$ cat src/rtl/pipe_hazard_ctrl.sv
// Pipeline stall/flush controller: per-stage requests -> per-register enables.
// Optional stall watchdog enabled by defining PIPE_CTRL_WATCHDOG_EN.
module pipe_hazard_ctrl #(
  parameter int STAGES = 7,
  parameter logic [STAGES-1:0] DECOUPLE_MASK = STAGES'(7'b0001000),
  parameter int WDOG_LIMIT = 1024,
  parameter int WDOG_W = $clog2(WDOG_LIMIT + 1)
) (
  input  logic              clk,
  input  logic              rst,
  input  logic [STAGES-1:0] stall_req,
  input  logic [STAGES-1:0] flush_req,
  output logic [STAGES-1:0] stall_out,
  output logic [STAGES-1:0] flush_out,
  output logic              hold_pending,
  output logic              wdog_timeout
);

  typedef enum logic {RUN, HOLD} state_t;

  state_t            state;
  state_t            state_nxt;
  logic [STAGES-1:0] pend_mask;
  logic [STAGES-1:0] pend_nxt;
  logic [STAGES-1:0] stall_raw;
  logic [STAGES-1:0] bubble;
  logic [STAGES-1:0] flush_now;
  logic [STAGES-1:0] flush_all;
  logic [STAGES-1:0] pend_low;
  logic              qual;
  logic              stall_above;

  // Span from the nearest buffer at or below k up to k.
  function automatic logic [STAGES-1:0] stall_span(input int k);
    logic [STAGES-1:0] m;
    int b;
    b = 0;
    for (int d = 0; d < STAGES; d++)
      if (d <= k && DECOUPLE_MASK[d]) b = d;
    m = '0;
    for (int i = 0; i < STAGES; i++)
      if (i >= b && i <= k) m[i] = 1'b1;
    return m;
  endfunction

  always_comb begin
    stall_raw = '0;
    for (int k = 0; k < STAGES; k++)
      if (stall_req[k]) stall_raw = stall_raw | stall_span(k);
  end

  always_comb begin
    bubble = '0;
    for (int k = 0; k < STAGES - 1; k++)
      if (stall_req[k] && !stall_raw[k+1] && !DECOUPLE_MASK[k+1])
        bubble[k+1] = 1'b1;
  end

  always_comb begin
    flush_now = '0;
    for (int i = 1; i < STAGES; i++)
      for (int k = i; k < STAGES; k++)
        if (flush_req[k]) flush_now[i] = 1'b1;
  end

  assign flush_all = flush_now | pend_mask;

  // A flush qualifies for latching when a stall sits above it.
  always_comb begin
    qual = 1'b0;
    for (int k = 0; k < STAGES; k++)
      for (int j = 0; j < STAGES; j++)
        if (j > k && flush_req[k] && stall_req[j]) qual = 1'b1;
  end

  // pend_low: all bits at or below the highest pending bit.
  always_comb begin
    pend_low = '0;
    for (int i = STAGES - 1; i >= 0; i--)
      pend_low[i] = pend_mask[i] | ((i < STAGES - 1) ? pend_low[i+1] : 1'b0);
  end

  assign stall_above = |(stall_req & ~pend_low);

  always_ff @(posedge clk) begin
    if (rst) begin
      state     <= RUN;
      pend_mask <= '0;
    end else begin
      state     <= state_nxt;
      pend_mask <= pend_nxt;
    end
  end

  always_comb begin
    state_nxt = state;
    pend_nxt  = pend_mask;
    unique case (state)
      RUN: begin
        if (qual) begin
          pend_nxt  = pend_mask | flush_now;
          state_nxt = HOLD;
        end
      end
      HOLD: begin
        if (qual) begin
          pend_nxt = pend_mask | flush_now;
        end else if (!stall_above) begin
          pend_nxt  = '0;
          state_nxt = RUN;
        end
      end
      default: begin
        state_nxt = RUN;
        pend_nxt  = '0;
      end
    endcase
  end

  always_comb begin
    stall_out    = '0;
    flush_out    = '0;
    hold_pending = 1'b0;
    if (rst) begin
      flush_out = {{(STAGES-1){1'b1}}, 1'b0};
    end else begin
      stall_out    = stall_raw & ~flush_all;
      flush_out    = bubble | flush_all;
      hold_pending = (state == HOLD);
    end
  end

`ifdef PIPE_CTRL_WATCHDOG_EN
  localparam logic [WDOG_W-1:0] LIM = WDOG_W'(WDOG_LIMIT);

  logic [WDOG_W-1:0] wdog_cnt;
  logic              wdog_flag;

  always_ff @(posedge clk) begin
    if (rst) begin
      wdog_cnt  <= '0;
      wdog_flag <= 1'b0;
    end else begin
      if (wdog_cnt == LIM) wdog_flag <= 1'b1;
      if (|stall_out) begin
        if (wdog_cnt != LIM) wdog_cnt <= wdog_cnt + 1'b1;
      end else begin
        wdog_cnt <= '0;
      end
    end
  end

  assign wdog_timeout = wdog_flag;
`else
  assign wdog_timeout = 1'b0;
`endif

endmodule

$ cat config.mk
export PLATFORM = sky130hd
export DESIGN_NAME = pipe_hazard_ctrl
export DESIGN_NICKNAME = d
export VERILOG_FILES = /design/src/rtl/pipe_hazard_ctrl.sv
export SDC_FILE = /design/constraint.sdc
export NUM_CORES = 1
export LEC_CHECK = 0
export ABC_AREA = 1
export BUFFER_PORTS_ARGS = -buffer_cell sky130_fd_sc_hd__buf_4
export CORE_MARGIN = 2
export CORE_UTILIZATION = 47
export CTS_CLUSTER_DIAMETER = 100
export DETAILED_ROUTE_END_ITERATION = 16
export PLACE_DENSITY_LB_ADDON = 0.12
export SETUP_SLACK_MARGIN = 0.2
export SYNTH_ARGS = -nofsm -noshare
export SYNTH_HDL_FRONTEND = slang
export SYNTH_SLANG_ARGS = --single-unit
$ cat constraint.sdc
create_clock -name clk -period 1.94 [get_ports clk]
set_input_delay 0.388 -clock clk [delete_from_list [all_inputs] [get_ports clk]]
set_output_delay 0.388 -clock clk [all_outputs]
set_load 0.1 [all_outputs]
Word-level counts from Yosys, hierarchy flattened
Index checks and enable logic that the tools add are counted.
{"block": "word_totals", "regBits": 8, "input_bits": 16, "latch_bits": 0, "ramBits": 0, "mem_count": 0, "rom_bits": 0}
{"block": "classes", "bitwise": 19, "n_shift": 0, "mul": 0, "mux": 115, "eq_ne": 2, "order_cmp": 22, "div": 0, "reduce_logical": 33, "addsub": 0}
{"cell": "$ge A3 B32 Y1 const A", "count": 8}
{"cell": "$ge A4 B32 Y1 const A", "count": 6}
{"cell": "$ge A1 B32 Y1 const A", "count": 4}
{"cell": "$ge A2 B32 Y1 const A", "count": 4}
{"cell": "$mux W32", "count": 4}
{"cell": "$mux W1", "count": 98}
{"cell": "$mux W7", "count": 10}
{"cell": "$logic_and A1 B1 Y1", "count": 26}
{"cell": "$or A7 B7 Y7", "count": 3}
{"cell": "$and A7 B7 Y7", "count": 2}
{"cell": "$not A7 Y7", "count": 2}
{"cell": "$pmux W7 S2", "count": 1}
{"cell": "$or A7 B3 Y7", "count": 1}
{"cell": "$or A7 B4 Y7", "count": 1}
{"cell": "$or A7 B5 Y7", "count": 1}
{"cell": "$or A7 B6 Y7", "count": 1}
{"cell": "$reduce_or A7 Y1", "count": 1}
{"cell": "$or A1 B1 Y1", "count": 6}
{"cell": "$logic_not A1 Y1", "count": 5}
{"cell": "$ne A3 B3 Y1 const B", "count": 1}
{"cell": "$mux W2", "count": 1}
{"cell": "$ne A2 B2 Y1 const B", "count": 1}
{"cell": "$or A1 B2 Y2", "count": 1}
{"cell": "$pmux W1 S2", "count": 1}
{"cell": "2 further kinds", "count": 2}

Logic depth before layout (Yosys ltp)
{"block": "logic_depth", "ltp_word": 24, "ltp_mapped": 8, "mapped_depth_nobuf": 8}

Worst setup path before layout
OpenSTA, ideal clock, no wires.
{"block": "synth_timing", "path_type": "input-to-output", "from": "in flush_req[5]", "to": "out stall_out[1]", "stages": 5, "t_arrival_ns": 2.855, "setup_slack_ns": -1.303, "t_required_ns": 1.552, "n_path_buf": 0, "path_cell_list": "nor2_2 nand3_1 nor2_2 nand3_1 nor3_1"}
{"block": "synth_via", "elab_chain_len": 6}
{"element": "start: declaration", "line": "12", "rtl": "input logic [STAGES-1:0] flush_req,"}
{"element": "$mux W1 (2 in series)", "line": "63", "rtl": "if (flush_req[k]) flush_now[i] = 1'b1;"}
{"element": "$or A7 B7 Y7", "line": "66", "rtl": "assign flush_all = flush_now | pend_mask;"}
{"element": "$not A7 Y7", "line": "127", "rtl": "stall_out = stall_raw & ~flush_all;"}
{"element": "$and A7 B7 Y7", "line": "127"}
{"element": "$mux W7", "line": "124", "rtl": "if (rst) begin"}
{"element": "end: declaration", "line": "13", "rtl": "output logic [STAGES-1:0] stall_out,"}
No other way between the ends.

Worst setup path after layout
{"block": "layout_timing", "from": "reg pend_mask[4]", "to": "out flush_out[4]"}
{"block": "layout_via", "elab_chain_len": 3}
{"element": "start: declaration", "line": "23", "rtl": "logic [STAGES-1:0] pend_mask;"}
{"element": "start signal: assignment", "line": "91", "rtl": "pend_mask <= pend_nxt;"}
{"element": "$or A7 B7 Y7", "line": "66"}
{"element": "$or A7 B7 Y7", "line": "128", "rtl": "flush_out = bubble | flush_all;"}
{"element": "$mux W7", "line": "124"}
{"element": "end: declaration", "line": "14", "rtl": "output logic [STAGES-1:0] flush_out,"}
No other way between the ends.

==> out/qor.csv <==
metric;value;unit
hold_violations;0;
row_count;13;
clock_skew;6.99;ps
slew_violations;0;
cap_violations;0;
power_frac_seq;30.1;%
firstDrtPassIters;4;
start_kind;register;
synth_edf_count;0;
fmax;0.554;GHz
synth-seq-area-share;22.2;%
fp.dieArea;1650;sq um
antenna_found_initial;0;
post-route-min-period;1810;ps
die_x;40.7;um
area_delta_synth_final;79.2;%
detail-route-antenna-nets;0;
fin_area;1130;sq um
post_drt_wl_per_cell;13.9;um
cp-end-kind;output port;
worstSkewPairLatency;260;ps
post-route-drc-count;0;
path_class;register to output port;
vdd_drop_max;0.000523;V
synth_seq_cells;7;
grt_pass1_vias;658;
seqCellArea;140;sq um
p_per_area;496;nW/um^2
setup_viol;0;
fin_hold_ws;512;ps
ys_warn_count;0;
cp.required;1550;ps
antenna_cells;0;
cellInternalPower;313;uW
synthFlopType;dfxtp_1;
hpwl;1460;um
p_leak;0.000558;uW
layoutNonFillerInstCount;163;
coreArea;1280;sq um
fillers;68;
grt_pass1_wl;2860;um
clkPwrFrac;23.3;%
synthCells;115;
synthDistinctLibCells;21;
p_sw;249;uW
yosysTopAreaCell;dfxtp_1;
cts_max_level;1;
cts.path.max_buffers;2;
yosysMostFrequentCell;nand2_1;
synth.top_cell.area_share;22.2;%
vias_per_cell;5.42;
grt_max_degree;15;
synth_common_cells;nand2_1, inv_1, nor2_1;
critPathSlowestCell;dfxtp_1;
routed_wl;2270;um
cts_tree;yes;
gp_congestion;0.877;
worstPathMaxFanout;4;
vias;884;
fp.dieH;40.7;um
crit_path_max_incr_delay;300;ps
placed_cells;158;
synthTopCellsByArea;dfxtp_1, nand2_1, inv_1;
netlist_area;632;sq um
fin_nets;165;
multi_input_area;554;sq um
drive_gt1_share;46.6;%
grt_setup_unrepaired;yes;
grt_overflow_total;0;
cp_data_arrival_time;1420;ps
worst_hold_path_type;primary input to register;
clk_pin_slew;60;ps
numPortBuffers;29;
placed_area;987;sq um
track_usage;25.7;%
async_flop_share;0;%
cts-root-buf;clkbuf_4;
fin_util;88.1;%
clock-sinks;7;
drtIter0Drc;40;
combinationalPowerShare;46.5;%
crit_chain;inv_1, nand3_1, nor2_2, o21ai_4, buf_4;
sw_frac_of_total;44.3;%
avgSynthCellArea;5.49;sq um
status;completed;
cts_buffers;3;
fin_crit_sh;93.1;%
initial_core_util;49.2;%
io_pins;32;
[per-stage QoR]
| stage | TNS, ps | setup slack, ps | total power (uW) |
|---|---|---|---|
| finish | 0 | 134 | 562 |
| global route | 0 | 89.0 | 591 |
| CTS | 0 | 187 | 554 |
| detailed placement | 0 | 54.6 | 415 |
| global placement | 0 | 81.8 | 412 |
| floorplan | -74.8 | -63.3 | 362 |
[worst paths after layout]
kind / to / from / cells past startpoint / slack [ps]
worst max-delay path: flush_out[4] / pend_mask[4] / 5 / 130
worst min-delay path: pend_mask[3] / flush_req[5] / 5 / 510
worst max register to register: pend_mask[1] / pend_mask[6] / 7 / 920
worst min register to register: pend_mask[3] / pend_mask[3] / 4 / 540
[state kept, by name, indices dropped and copies added, names as in the netlist]
signal / cells
pend_mask: 6
state: 1
[cells by family after synthesis]
| family | after synthesis | share of synthesized area (%) |
|---|---|---|
| AOI/OAI and AO/OA | 11 | 9.31 |
| buffers and inverters | 23 | 15.2 |
| DFF | 7 | 22.2 |
| other | 1 | 0.593 |
| and+or+nand+nor | 73 | 52.7 |
[per-layer routing]
metal / share of wire (%) / wire, um / track usage, % / vias up
met5: 0 / 0 / 0 / -
met4: 2.4 / 55 / 7.50 / 0
li1: - / - / - / 423
met2: 50 / 1130 / 43.3 / 60
met1: 39 / 880 / 34.9 / 395
met3: 9.2 / 209 / 1.63 / 6
[layout make-up]
type / count / area share [%]
clock buffer: 3 / 1.99
clock inverter: 1 / 0.442
inverter: 19 / 6.30
multi-input combinational: 86 / 49.0
sequential: 7 / 12.4
tap: 15 / 1.66
timing repair buffer: 32 / 28.3
[critical path, delay by kind of cell (launching register included)]
| kind | cells | cell delay [ps] |
|---|---|---|
| AO/OA/AOI/OAI | 1 | 70 |
| flip-flops | 1 | 300 |
| AND/OR/NAND/NOR | 2 | 440 |
| buffers and inverters | 2 | 350 |
[layout by cell type, fill, tap and decap left out, types with 3 or more instances in the layout]
cell type / n
inv_2: 3
clkbuf_4: 3
inv_1: 15
buf_6: 4
nand2_2: 7
nor2_2: 4
buf_4: 22
buf_12: 4
nand3_1: 9
nand2_1: 29
o21ai_0: 3
dfxtp_1: 7
nor2_1: 9
nor3_4: 5
nor2_4: 3
[power groups by stage]
| stage | logic [uW] | registers, uW | clock network (uW) |
|---|---|---|---|
| 3_5_place_dp | 244 | 171 | 0 |
| 6_report | 261 | 169 | 131 |
| 4_1_cts | 251 | 168 | 135 |
| 3_3_place_gp | 241 | 171 | 0 |
| 2_1_floorplan | 193 | 170 | 0 |
| 5_1_grt | 280 | 170 | 141 |
[timing repair]
item / CTS / global route
hold buffers: 0 / 0
pin swaps: 2 / 3
hold endpoints to repair: 0 / 0
endpoints found under the setup margin: 6 / 10
resized for setup: 17 / 10
buffers inserted: 1 / 0
No activity file was read; power rests on OpenSTA's default activity.
